--- src/rtl/alu_arb_pkg.sv ---
// alu_arb_pkg: shared types and default parameters for the ALU request arbiter.
package alu_arb_pkg;
  localparam int N_REQ_DEF = 4;
  localparam int DATA_W_DEF = 8;
  localparam int OP_W_DEF = 2;
  localparam int ALU_LATENCY_DEF = 1;
  typedef enum logic [1:0] {IDLE, BUSY, RESP} arb_state_e;
  typedef enum logic [1:0] {ADD = 2'd0, SUB = 2'd1, AND = 2'd2, OR = 2'd3} alu_op_e;
endpackage

--- src/rtl/rr_arbiter.sv ---
// rr_arbiter: combinational round-robin pick of the first request at or after ptr.
module rr_arbiter #(
  parameter int N_REQ = 4,
  localparam int IW = $clog2(N_REQ)
) (
  input  logic [N_REQ-1:0] req,
  input  logic [IW-1:0]    ptr,
  output logic [N_REQ-1:0] gnt,
  output logic [IW-1:0]    idx,
  output logic             any
);
  logic [IW-1:0] w_j;
  // Scan from the farthest offset down so the nearest valid index wins.
  always_comb begin
    idx = '0;
    any = 1'b0;
    w_j = '0;
    for (int k = N_REQ - 1; k >= 0; k--) begin
      w_j = IW'((int'(ptr) + k) % N_REQ);
      if (req[w_j]) begin
        idx = w_j;
        any = 1'b1;
      end
    end
    gnt = any ? N_REQ'(1) << idx : '0;
  end
endmodule

--- src/rtl/alu_req_arbiter.sv ---
// alu_req_arbiter: shares one registered ALU among N_REQ requesters round-robin and
// returns each result, tagged with the requester id, on one response channel.
module alu_req_arbiter
  import alu_arb_pkg::*;
#(
  parameter int N_REQ = N_REQ_DEF,
  parameter int DATA_W = DATA_W_DEF,
  parameter int OP_W = OP_W_DEF,
  parameter int ALU_LATENCY = ALU_LATENCY_DEF,
  localparam int IW = $clog2(N_REQ)
) (
  input  logic                    clk,
  input  logic                    rst_n,
  input  logic [N_REQ-1:0]        req_valid,
  output logic [N_REQ-1:0]        req_ready,
  input  logic [N_REQ*DATA_W-1:0] req_a,
  input  logic [N_REQ*DATA_W-1:0] req_b,
  input  logic [N_REQ*OP_W-1:0]   req_op,
  output logic [DATA_W-1:0]       alu_a_o,
  output logic [DATA_W-1:0]       alu_b_o,
  output logic [OP_W-1:0]         alu_op_o,
  input  logic [DATA_W-1:0]       alu_result_i,
  output logic                    rsp_valid,
  input  logic                    rsp_ready,
  output logic [DATA_W-1:0]       rsp_data,
  output logic [IW-1:0]           rsp_id,
  output logic                    busy_o
);
  arb_state_e r_state, w_next;
  logic [IW-1:0] r_ptr, w_idx;
  logic [2:0] r_cnt;
  logic [N_REQ-1:0] w_gnt;
  logic w_any, w_take;
  logic [DATA_W-1:0] w_a [N_REQ];
  logic [DATA_W-1:0] w_b [N_REQ];
  logic [OP_W-1:0] w_op [N_REQ];
  for (genvar i = 0; i < N_REQ; i++) begin : g_unpack
    assign w_a[i] = req_a[i*DATA_W +: DATA_W];
    assign w_b[i] = req_b[i*DATA_W +: DATA_W];
    assign w_op[i] = req_op[i*OP_W +: OP_W];
  end
  rr_arbiter #(.N_REQ(N_REQ)) u_rr (
    .req(req_valid),
    .ptr(r_ptr),
    .gnt(w_gnt),
    .idx(w_idx),
    .any(w_any)
  );
  assign w_take = (r_state == IDLE) && w_any;
  assign req_ready = (r_state == IDLE) ? w_gnt : '0;
  assign rsp_valid = r_state == RESP;
  assign busy_o = r_state != IDLE;
  always_comb begin
    w_next = r_state;
    if (w_take) w_next = BUSY;
    else if (r_state == BUSY && r_cnt == '0) w_next = RESP;
    else if (rsp_valid && rsp_ready) w_next = IDLE;
  end
  // The counter starts at ALU_LATENCY, so BUSY spans ALU_LATENCY+1 cycles.
  always_ff @(posedge clk or negedge rst_n) begin
    if (!rst_n) begin
      r_state <= IDLE;
      r_ptr <= '0;
      r_cnt <= '0;
      alu_a_o <= '0;
      alu_b_o <= '0;
      alu_op_o <= '0;
      rsp_data <= '0;
      rsp_id <= '0;
    end else begin
      r_state <= w_next;
      if (w_take) begin
        alu_a_o <= w_a[w_idx];
        alu_b_o <= w_b[w_idx];
        alu_op_o <= w_op[w_idx];
        rsp_id <= w_idx;
        r_ptr <= (int'(w_idx) == N_REQ - 1) ? '0 : w_idx + 1'b1;
        r_cnt <= 3'(ALU_LATENCY);
      end else if (r_state == BUSY) begin
        r_cnt <= r_cnt - 1'b1;
        if (r_cnt == '0) rsp_data <= alu_result_i;
      end
    end
  end
endmodule
--- config.mk ---
export PLATFORM = sky130hd
export DESIGN_NAME = alu_req_arbiter
export DESIGN_NICKNAME = d
export VERILOG_FILES = /design/src/rtl/alu_arb_pkg.sv /design/src/rtl/rr_arbiter.sv /design/src/rtl/alu_req_arbiter.sv
export SDC_FILE = /design/constraint.sdc
export NUM_CORES = 1
export LEC_CHECK = 0
export BUFFER_PORTS_ARGS = -buffer_cell sky130_fd_sc_hd__buf_2
export CORE_UTILIZATION = 47
export DETAILED_ROUTE_END_ITERATION = 7
export PLACE_DENSITY = 0.86
export SYNTH_ARGS = -nofsm -noshare
export SYNTH_HDL_FRONTEND = slang
export SYNTH_SLANG_ARGS = --single-unit
--- constraint.sdc ---
create_clock -name clk -period 3.6 [get_ports clk]
set_input_delay 0 -clock clk [delete_from_list [all_inputs] [get_ports clk]]
set_output_delay 0 -clock clk [all_outputs]
set_load 0.01 [all_outputs]
==> results.tsv, run 1 <==
stage	metric	value	unit
status	status	finished, final reports clean	
clock_network	clock tree buffer depth	2	
timing	minimum clock period	2.52	ns
timing	Period Utilization, post-route	0.700	
layout	Non-Filler Instances	356	
worst_setup_path	R2R cell count	4	
timing	fin. max-slew vios	0	
layout	multi-input logic area	1030	sq um
routing	1st-iter DRT viols	98	
routing	drt first pass iters	4	
timing	clock skew	0.00695	ns
timing	Fmax	397	MHz
worst_setup_path	worst path cell trace	or2_4 > or2_1 > or3_1 > o221ai_1	
clock_network	CTS Buf Count	5	
pwr	Leakage	1.55	nW
worst_setup_path	CP Launch Type	flop	
timing	Final Hold Viols	0	
job	max cap viols	0	
routing	drc violations	0	
timing	Setup Viol. Count Final	0	
clock_network	CTS tree	yes	
floorplan	Chip Width	67.3	um
worst_setup_path	Bufs and invs on worst path	0	
worst_setup_path	Crit-path slowest cell	or3_1	
routing	drt total wl	5.04	mm
synth	Yosys top cell area share	0.438	
routing	Antenna Nets Post-Route	0	
clock_network	setup bufs post-CTS	0	
synth	syn nets	268	
pwr	worst vdd ir	0.000234	V
synth	Seq cells post-synth	35	
clock_network	H-tree levels	2	
grt	Congestion Overflow GR	0	
worst_setup_path	CP max stage delay	0.81	ns
layout	# fillers	330	
layout	share of layout cells above drive strength 1	0.490	
worst_setup_path	cell family with most CP delay	simple AND/OR/NAND/NOR gates	
synth	Synth area leader	dfrtp_1	
layout	fin nets	395	
routing	wire length per cell	14.1	um
clock_network	clk slew on worst S/H paths	0.07	ns
synth	Post-Syn Instances	178	
pwr	total power per unit cell area	380	nW/um^2
floorplan	Starting Density	0.493	
worst_setup_path	WS Path Type	flop to flop	
routing	Vias per Instance	5.13	
grt	initial antenna violation count	0	
place	HPWL after DPL	3.69	mm
synth	Unique masters post-synth	31	
clock_network	CTS root buffer	clkbuf_8	
worst_setup_path	CP required	3.78	ns
place	port bufs	120	
floorplan	chip height	67.3	um
grt	GRT Util Overall	0.234	
grt	first-pass GRT wire length	7.84	mm
worst_setup_path	beginning of the critical path	r_state[0]$_DFFE_PN0P_	
synth	fraction of registers with async set/reset	1.00	
clock_network	Clock Sink Count	35	
worst_setup_path	Worst Setup End Kind	flop	
timing	Setup TNS	0	ns
timing	RSZ-0062 raised after global routing	false	
place	Placed Cells	338	
synth	Seq/Total Area, Yosys	0.438	
synth	Yosys warning total	0	
synth	Post-synth EDFFs	0	
floorplan	Die ar.	4520	sq um
worst_setup_path	R2R Setup Slk	1.08	ns
worst_setup_path	arrival time worst endpoint	2.71	ns
worst_setup_path	critical path peak fanout	29	
worst_setup_path	end of the critical path	alu_a_o[0]$_DFFE_PN0P_	
layout	P&R area growth vs syn	41.3	%
routing	via count	1828	
grt	vias in the first global route	1764	
hold_path	Hold Crit Start	req_a[14]	
grt	largest net degree at the start of global routing	36	
hold_path	Hold Crit Class	primary input to flop	
synth	syn avg cell area	11.2	sq um
layout	Reg area	876	sq um
clock_network	clock latency on the worst-skew pair	0.29	ns
floorplan	Core Footprint	4060	sq um
synth	ranking of synthesized cells by area	dfrtp_1, mux2i_1, o221ai_2, nand2_1, mux2_2	
timing	Slew headroom	0.310	
floorplan	I/O pin total	121	
floorplan	num rows	23	
timing	Worst Max-Slew Pin Slew	1.04	ns
worst_setup_path	critical path depth	4	
worst_setup_path	worst r2r src	r_state[0]$_DFFE_PN0P_	
place	Placer Congestion	0.727	
worst_setup_path	worst r2r dst	alu_a_o[0]$_DFFE_PN0P_	
synth	Netlist Area Pre-Place	2000	sq um
layout	diode count	0	
synth	Post-synth top flop	dfrtp_1	
-- worst min-delay path, stage by stage --
cell and delay, ns:
buf_2 0.08, mux2i_1 0.06, o221ai_2 0.15
-- how the worst min path moves through the flow --
stage | endpoint | cells after the start | slack, ns
floorplan | alu_a_o[0]$_DFFE_PN0P_ | 0 | -0.30
global placement | alu_a_o[4]$_DFFE_PN0P_ | 1 | 0.11
detailed placement | alu_a_o[4]$_DFFE_PN0P_ | 1 | 0.12
CTS | alu_a_o[7]$_DFFE_PN0P_ | 3 | 0.03
global route | alu_a_o[7]$_DFFE_PN0P_ | 3 | 0.04
finish | alu_a_o[6]$_DFFE_PN0P_ | 3 | 0.03
-- cell usage after synthesis, types with 3 or more instances --
cell type / instances
a21oi_1: 3
buf_6: 6
dfrtp_1: 35
ha_1: 3
inv_1: 7
mux2_2: 8
mux2i_1: 36
nand2_1: 29
nor2_1: 4
o21ai_0: 4
o221ai_1: 9
o221ai_2: 10
-- metal layers --
| layer | up-vias | share of wire | global-route usage |
|---|---|---|---|
| met5 | - | 0 | 0 |
| met4 | 0 | 0.023 | 0.0851 |
| met3 | 14 | 0.056 | 0.0574 |
| met2 | 72 | 0.53 | 0.411 |
| met1 | 842 | 0.39 | 0.274 |
| li1 | 900 | - | - |
-- cells by family (layout without fill, tap and decap cells) --
group,after synthesis,after routing,synth area share
xor+xnor,1,1,0.00438
simple gates,47,47,0.108
mux,45,45,0.231
compound gates,29,29,0.144
flops,35,35,0.438
buf+inv,18,146,0.0575
fa+ha+maj,3,3,0.0188
-- repair_timing --
item | 4_1_cts | 5_1_grt
hold buffers | 10 | 0
resized for setup | 0 | 0
hold endpoints to repair | 44 | 0
-- cell usage in the layout (no fill, tap or decap), types with 2 or more instances in the layout --
cell type and n:
o221ai_1 9, mux2_2 8, nor2b_1 2, dfrtp_1 35
a21oi_1 3, clkbuf_8 6, inv_1 7, nand2b_1 2
o221ai_2 9, mux2i_1 36, buf_2 120, nor2_1 4
nand2_1 29, nand3_1 2, ha_1 3, o21ai_0 3
dlygate4sd3_1 10
-- flip-flops by register name, summed over array words and instances (netlist names) --
| name | flops |
|---|---|
| r_ptr | 2 |
| alu_b_o | 8 |
| alu_a_o | 8 |
| rsp_id | 2 |
| r_cnt | 3 |
| alu_op_o | 2 |
| rsp_data | 8 |
| r_state | 2 |
-- per-stage QoR --
stage | instance area, sq um | util | worst slack, ns | power [mW] | hold slack, ns
floorplan | 2000 | - | 1.85 | 0.598 | -0.296
global placement | 2610 | 0.644 | 1.22 | 0.695 | 0.113
detailed placement | 2610 | 0.644 | 1.09 | 0.705 | 0.116
CTS | 2830 | 0.697 | 1.07 | 1.08 | 0.0327
global route | 2830 | 0.697 | 0.947 | 1.12 | 0.0374
finish | 2830 | 0.697 | 1.08 | 1.07 | 0.0298
-- where the power goes --
group / switching (mW) / total [mW] / leakage (nW) / internal [mW]
Combinational: 0.129 / 0.262 / 1.09 / 0.133
Clock: 0.143 / 0.367 / 0.0612 / 0.224
Sequential: 0.0194 / 0.445 / 0.402 / 0.425
Total: 0.291 / 1.07 / 1.55 / 0.782
-- cell type report --
| cell class | count | share of cell area |
|---|---|---|
| Tap cell | 50 | 0.0221 |
| Sequential cell | 35 | 0.310 |
| Clock inverter | 2 | 0.0124 |
| Inverter | 7 | 0.00929 |
| Clock buffer | 6 | 0.0292 |
| Multi-Input combinational cell | 125 | 0.363 |
| Timing Repair Buffer | 131 | 0.255 |
Power figures use the tool's default switching activity.
==> inputs of run 2 (changes only) <==
--- a/config.mk
+++ b/config.mk
@@ -5,10 +5,11 @@
 export SDC_FILE = /design/constraint.sdc
 export NUM_CORES = 1
 export LEC_CHECK = 0
+export ABC_AREA = 1
 export BUFFER_PORTS_ARGS = -buffer_cell sky130_fd_sc_hd__buf_2
-export CORE_UTILIZATION = 47
+export CORE_UTILIZATION = 42
 export DETAILED_ROUTE_END_ITERATION = 7
-export PLACE_DENSITY = 0.86
+export PLACE_DENSITY = 0.77
 export SYNTH_ARGS = -nofsm -noshare
 export SYNTH_HDL_FRONTEND = slang
 export SYNTH_SLANG_ARGS = --single-unit
==> constraint.sdc (replaced) <==
create_clock -name clk -period 2.28 [get_ports clk]
set_input_delay 0 -clock clk [delete_from_list [all_inputs] [get_ports clk]]
set_output_delay 0 -clock clk [all_outputs]
set_load 0.01 [all_outputs]
==> results.tsv, run 2 <==
stage	metric	value	unit	change
pwr	total power	1.49	mW	+38%
routing	drc violations	0		unchanged
clock_network	clock tree buffer depth	2		unchanged
place	Placer Congestion	0.858		+18%
pwr	total power per unit cell area	426	nW/um^2	+12%
grt	first-pass GRT wire length	11.7	mm	+49%
clock_network	H-tree levels	2		unchanged
place	port bufs	120		unchanged
worst_setup_path	CP Launch Type	flop		
floorplan	I/O pin total	121		unchanged
timing	Slew headroom	0.480		+0.170
synth	Seq cells post-synth	35		unchanged
layout	Non-Filler Instances	618		+74%
worst_setup_path	CP max stage delay	0.44	ns	-0.37 ns
place	placed cell area	3190	sq um	+22%
floorplan	Chip Width	79.7	um	+18%
clock_network	clock latency on the worst-skew pair	0.28	ns	about the same
synth	Unique masters post-synth	24		-23%
routing	via count	2955		+62%
worst_setup_path	cell family with most CP delay	buffers and inverters		
worst_setup_path	arrival time worst endpoint	2.18	ns	-0.53 ns
job	max cap viols	0		unchanged
routing	drt total wl	7.11	mm	+41%
grt	initial antenna violation count	0		unchanged
synth	Synth area leader	dfrtp_1		
synth	Netlist Area Pre-Place	2530	sq um	+27%
routing	drt first pass iters	4		unchanged
timing	setup ws final	0.104	ns	-0.974 ns
floorplan	num rows	27		+17%
place	Placed Cells	596		+76%
clock_network	CTS Buf Count	5		unchanged
worst_setup_path	Worst Setup End Kind	output port		
hold_path	Hold Crit Class	primary input to flop		
synth	Post-Syn Instances	416		+130%
floorplan	Die ar.	6350	sq um	+40%
worst_setup_path	critical path peak fanout	11		-62%
layout	P&R area growth vs syn	37.7	%	
worst_setup_path	WS Path Type	flop to output port		
grt	GRT Util Overall	0.231		-0.00308
layout	top flop regs	alu_a_o x8, alu_b_o x8, rsp_data x8		
synth	Seq/Total Area, Yosys	0.346		-0.0920
worst_setup_path	most frequent CP cell	nand2_2		
layout	commonest non-fill, non-tap cell in the layout	nand2_1		
timing	minimum clock period	2.18	ns	
place	HPWL after DPL	5.07	mm	+37%
floorplan	Starting Density	0.447		-0.0467
layout	most frequent cells in the layout	nand2_1, buf_2, inv_1, nand3_1, dfrtp_1		
synth	syn nets	506		+89%
timing	Period Utilization, post-route	0.954		
grt	largest net degree at the start of global routing	37		+2.8%
pwr	Leakage	2.27	nW	+47%
layout	diode count	0		unchanged
routing	Antenna Nets Post-Route	0		unchanged
worst_setup_path	Crit-path slowest cell	dfrtp_2		
clock_network	clk slew on worst S/H paths	0.07	ns	about the same
timing	Fmax	460	MHz	
timing	Worst Max-Slew Pin Slew	0.780	ns	-0.255 ns
synth	ranking of synthesized cells by area	dfrtp_1, nand2_1, nand3_1, inv_1, buf_6		
grt	Congestion Overflow GR	0		unchanged
floorplan	Core Footprint	5680	sq um	+40%
worst_setup_path	CP required	2.28	ns	-1.50 ns
synth	dominant cell by count in the synthesized netlist	nand2_1		
timing	clock skew	0.00300	ns	-0.00395 ns
routing	1st-iter DRT viols	187		+91%
pwr	P_sw	374	uW	+28%
synth	Post-synth top flop	dfrtp_1		
routing	wire length per cell	11.5	um	-19%
status	status	finished, final reports clean		
pwr	Reg power frac	0.418		+0.004
clock_network	CTS tree	yes		
grt	vias in the first global route	2792		+58%
layout	fin area	3490	sq um	+23%
floorplan	chip height	79.7	um	+18%
synth	Yosys warning total	0		unchanged
synth	Post-synth EDFFs	0		unchanged
routing	Vias per Instance	4.78		-6.9%
synth	Yosys top cell area share	0.346		-0.0920
worst_setup_path	Bufs and invs on worst path	5		+5
place	pre-CTS WS	0.0625	ns	-1.03 ns
pwr	internal power	1.11	mW	+42%
timing	Setup Viol. Count Final	0		unchanged
timing	fin. max-slew vios	0		unchanged
clock_network	CTS root buffer	clkbuf_8		
pwr	worst vdd ir	0.000218	V	-6.8%
synth	fraction of registers with async set/reset	1.00		unchanged
clock_network	Clock Sink Count	35		unchanged
timing	Final Hold Viols	0		unchanged
layout	share of layout cells above drive strength 1	0.284		-0.206
pwr	Logic pwr share	0.200		-0.044
synth	synth cell count leaders	nand2_1, inv_1, nand3_1		
layout	fin nets	635		+61%
synth	syn avg cell area	6.09	sq um	-46%
pwr	switch share	0.252		-0.0198
pwr	clock share of power	0.383		+0.041
worst_setup_path	worst path cell trace	buf_2 > o21ai_2 > nand2_1 > nand2_1 > inv_1 > nand2_2 > nand2_4 > nand2_2 > buf_6 > inv_2 > nand2_2 > nor2_1 > buf_2		
layout	Layout Utilization	0.615		-0.0823
run 2: final timing paths:
check,endpoint,cells after the start,slack [ns],start
max in group asynchronous,r_ptr[0]$_DFFE_PN0P_,2,1.40,rst_n
min,alu_a_o[3]$_DFFE_PN0P_,7,0.10,req_a[11]
max reg2reg,alu_a_o[0]$_DFFE_PN0P_,11,0.13,r_ptr[0]$_DFFE_PN0P_
min reg2reg,alu_b_o[7]$_DFFE_PN0P_,2,0.47,alu_b_o[7]$_DFFE_PN0P_
max,req_ready[2],13,0.10,r_ptr[0]$_DFFE_PN0P_
min in group asynchronous,rsp_data[2]$_DFFE_PN0P_,2,0.34,rst_n
run 2: metal layers:
metal / global-route usage / share of wire
met1: 0.272 / 0.42
met2: 0.428 / 0.51
met3: 0.0194 / 0.049
met4: 0.0909 / 0.021
met5: 0 / 0
run 2: what timing repair did:
action                     4_1_cts  5_1_grt
gates resized for setup          3       14
hold endpoints to repair        44        0
buffers inserted                 0        3
hold buffers                    10        0
setup endpoints to repair        4        4
gates cloned                     0        1
run 2: tightest hold or removal path: cells and delay by family:
kind | cells | cell delay [ns]
simple gates | 5 | 0.24
buf+inv | 2 | 0.10
run 2: metrics by stage:
stage,TNS [ns],hold WS [ns]
after floorplan,0,-0.296
after global placement,0,0.115
after detailed placement,0,0.125
after CTS,0,0.0959
after global routing,-0.0946,0.138
final,0,0.101
run 2: power by group through the flow:
stage / Combinational [mW] / Sequential [mW] / Clock [mW]
after detailed placement: 0.268 / 0.633 / 0
after floorplan: 0.153 / 0.633 / 0
after global placement: 0.266 / 0.633 / 0
final: 0.297 / 0.621 / 0.569
after CTS: 0.283 / 0.621 / 0.577
after global routing: 0.335 / 0.620 / 0.603
run 2: cell type report:
cell class,count,area [sq um]
repair inverters,1,5.00
multi-input cells,270,1240
inverters,92,349
well taps,72,90.1
repair buffers,140,815
clock inverters,2,35.0
flip-flops and latches,35,877
fillers,547,2190
clock buffers,6,82.6
run 2: cells by family after synthesis:
group / Yosys count / synth area share
xor gates and xnor gates: 1 / 0.00346
AOI/OAI and AO/OA: 13 / 0.0296
DFF: 35 / 0.346
and+or+nand+nor: 253 / 0.426
adders and majority gates: 3 / 0.0148
buffers and inverters: 111 / 0.180
==> inputs of run 3 (changes only) <==
--- a/config.mk
+++ b/config.mk
@@ -12,4 +12,5 @@
 export PLACE_DENSITY = 0.77
 export SYNTH_ARGS = -nofsm -noshare
 export SYNTH_HDL_FRONTEND = slang
+export SYNTH_HIERARCHICAL = 1
 export SYNTH_SLANG_ARGS = --single-unit
==> results.tsv, run 3 <==
stage	metric	value	unit	change
synth	Post-synth EDFFs	0		unchanged
synth	Seq/Total Area, Yosys	0.353		+0.00714
synth	Yosys warning total	6		+6
clock_network	clock latency on the worst-skew pair	0.28	ns	about the same
timing	Worst Max-Slew Pin Slew	0.763	ns	-0.0174 ns
synth	synth cell count leaders	nand2_1, inv_1, nand3_1		
place	pre-CTS WS	0.233	ns	+0.171 ns
worst_setup_path	WS Path Type	flop to output port		
synth	syn nets	479		-5.3%
routing	wire length per cell	10.9	um	-5.0%
synth	syn avg cell area	6.38	sq um	+4.8%
hold_path	Hold Crit Start	req_b[2]		
place	Placer Congestion	0.788		-8.1%
clock_network	Clock Sink Count	35		unchanged
synth	Yosys top cell area share	0.353		+0.00714
synth	Synth area leader	dfrtp_1		
floorplan	Starting Density	0.443		-0.00377
grt	vias in the first global route	2549		-8.7%
pwr	Leakage	2.06	nW	-9.3%
grt	initial antenna violation count	0		unchanged
layout	most frequent cells in the layout	nand2_1, buf_2, inv_1, nand3_1, dfrtp_1		
floorplan	num rows	27		unchanged
timing	Period Utilization, post-route	0.910		-0.0444
layout	fin nets	607		-4.4%
pwr	Logic pwr share	0.250		+0.050
pwr	worst vdd ir	0.000301	V	+38%
place	Placed Cells	572		-4.0%
timing	minimum clock period	2.07	ns	-0.101 ns
synth	Unique masters post-synth	22		-8.3%
layout	Reg area	877	sq um	unchanged
pwr	total power per unit cell area	490	nW/um^2	+15%
layout	P&R area growth vs syn	33.8	%	
synth	Seq cells post-synth	35		unchanged
timing	Final Hold Viols	0		unchanged
synth	Post-Syn Instances	389		-6.5%
hold_path	Hold Crit Class	primary input to flop		
layout	Layout Utilization	0.593		-0.0223
timing	Fmax	482	MHz	+4.9%
worst_setup_path	CP required	2.28	ns	about the same
clock_network	CTS root buffer	clkbuf_8		
grt	GRT Util Overall	0.213		-0.0182
grt	first-pass GRT wire length	10.6	mm	-9.5%
routing	drt total wl	6.45	mm	-9.3%
routing	drt first pass iters	5		+1
place	placed cell area	3100	sq um	-2.9%
pwr	total power	1.63	mW	+9.6%
status	status	finished, final reports clean		
layout	diode count	0		unchanged
pwr	internal power	1.16	mW	+4.1%
grt	largest net degree at the start of global routing	38		+2.7%
routing	drc violations	0		unchanged
worst_setup_path	worst path cell trace	nand2_1 > nand3_1 > nand2_1 > inv_2 > nand2_2 > nand3_2 > nand2_2 > buf_6 > inv_2 > nor2_2 > inv_1 > nor2_1 > buf_2		
job	max cap viols	0		unchanged
timing	Setup TNS	0	ns	unchanged
worst_setup_path	worst r2r src	r_ptr[0]$_DFFE_PN0N_		
grt	Congestion Overflow GR	0		unchanged
clock_network	setup bufs post-CTS	0		unchanged
floorplan	chip height	78.9	um	-0.99%
worst_setup_path	CP max stage delay	0.51	ns	+0.07 ns
worst_setup_path	Worst Setup End Kind	output port		
timing	final hold slack	0.0141	ns	-0.0868 ns
worst_setup_path	arrival time worst endpoint	2.07	ns	-0.11 ns
synth	dominant cell by count in the synthesized netlist	nand2_1		
synth	Netlist Area Pre-Place	2480	sq um	-2.0%
layout	share of layout cells above drive strength 1	0.317		+0.0327
clock_network	CTS tree	yes		
worst_setup_path	Crit-path slowest cell	dfrtp_2		
clock_network	clk slew on worst S/H paths	0.07	ns	about the same
clock_network	clock tree buffer depth	2		unchanged
worst_setup_path	critical path peak fanout	18		+7
routing	Antenna Nets Post-Route	0		unchanged
pwr	P_sw	470	uW	+26%
layout	fin area	3320	sq um	-4.8%
clock_network	H-tree levels	2		unchanged
clock_network	CTS Buf Count	5		unchanged
floorplan	Core Footprint	5610	sq um	-1.2%
timing	Setup Viol. Count Final	0		unchanged
worst_setup_path	CP Launch Type	flop		
worst_setup_path	beginning of the critical path	r_ptr[0]$_DFFE_PN0N_		
floorplan	Die ar.	6230	sq um	-2.0%
pwr	clock share of power	0.352		-0.031
routing	via count	2753		-6.8%
layout	top flop regs	alu_a_o x8, alu_b_o x8, rsp_data x8		
routing	Vias per Instance	4.67		-2.4%
timing	Slew headroom	0.491		+0.0116
layout	Non-Filler Instances	590		-4.5%
floorplan	Chip Width	78.9	um	-0.99%
floorplan	I/O pin total	121		unchanged
synth	fraction of registers with async set/reset	1.00		unchanged
timing	fin. max-slew vios	0		unchanged
synth	Post-synth top flop	dfrtp_1		
pwr	switch share	0.289		+0.0373
timing	RSZ-0062 raised after global routing	false		
layout	multi-input logic area	1270	sq um	+3.1%
layout	# fillers	560		+2.4%
place	HPWL after DPL	4.72	mm	-6.9%
timing	clock skew	0.00542	ns	+0.00242 ns
routing	1st-iter DRT viols	128		-32%
place	port bufs	120		unchanged
pwr	Reg power frac	0.398		-0.020
timing	setup ws final	0.205	ns	+0.101 ns
layout	commonest non-fill, non-tap cell in the layout	nand2_1		
synth	ranking of synthesized cells by area	dfrtp_1, nand2_1, nand3_1, inv_1, buf_6		
-- run 3: power by group through the flow --
stage	sequential, mW	clock, mW	combinational, mW
6_report	0.648	0.574	0.406
5_1_grt	0.649	0.606	0.462
4_1_cts	0.648	0.587	0.408
3_5_place_dp	0.659	0	0.394
3_3_place_gp	0.659	0	0.387
2_1_floorplan	0.660	0	0.262
-- run 3: repair_timing --
item	CTS	global route
endpoints found under the hold margin	44	0
endpoints found under the setup margin	0	3
gates resized for setup	0	2
hold buffers	10	0
-- run 3: kinds of logic (layout without fill, tap and decap cells) --
kind of cell             count (synthesis)  in the layout  share of synthesized area
AO/OA/AOI/OAI                            7              7                     0.0181
flip-flops                              35             35                      0.353
AND/OR/NAND/NOR                        274            274                      0.480
buffers and inverters                   70            199                      0.134
adder cells (fa/ha/maj)                  3              3                     0.0151
-- run 3: cell type report --
type,count,share of cell area
repair buffers,136,0.226
clock buffers,6,0.0248
well taps,72,0.0271
flip-flops and latches,35,0.264
clock inverters,2,0.0105
inverters,55,0.0644
multi-input cells,284,0.384
-- run 3: final timing paths --
path	to	slack, ns	depth (start not counted)
worst min-delay path	alu_b_o[2]$_DFFE_PN0N_	0.01	5
worst min register to register	rsp_data[4]$_DFFE_PN0P_	0.48	2
max in group asynchronous	r_ptr[0]$_DFFE_PN0N_	1.42	2
worst max register to register	alu_a_o[3]$_DFFE_PN0N_	0.38	9
worst max-delay path	req_ready[1]	0.21	13
min in group asynchronous	r_state[1]$_DFFE_PN0P_	0.32	2
-- run 3: per-layer routing --
metal	vias to the layer above	share of wire	global-route usage
met2	93	0.50	0.389
met5	-	0	0
li1	1427	-	-
met1	1225	0.43	0.249
met4	0	0.010	0.0655
met3	8	0.055	0.0425
-- run 3: worst max-delay path: cells and delay by family (launching register included) --
family | cells | cell delay [ns]
buffers and inverters | 5 | 0.49
flip-flops | 1 | 0.51
AND/OR/NAND/NOR | 8 | 0.80
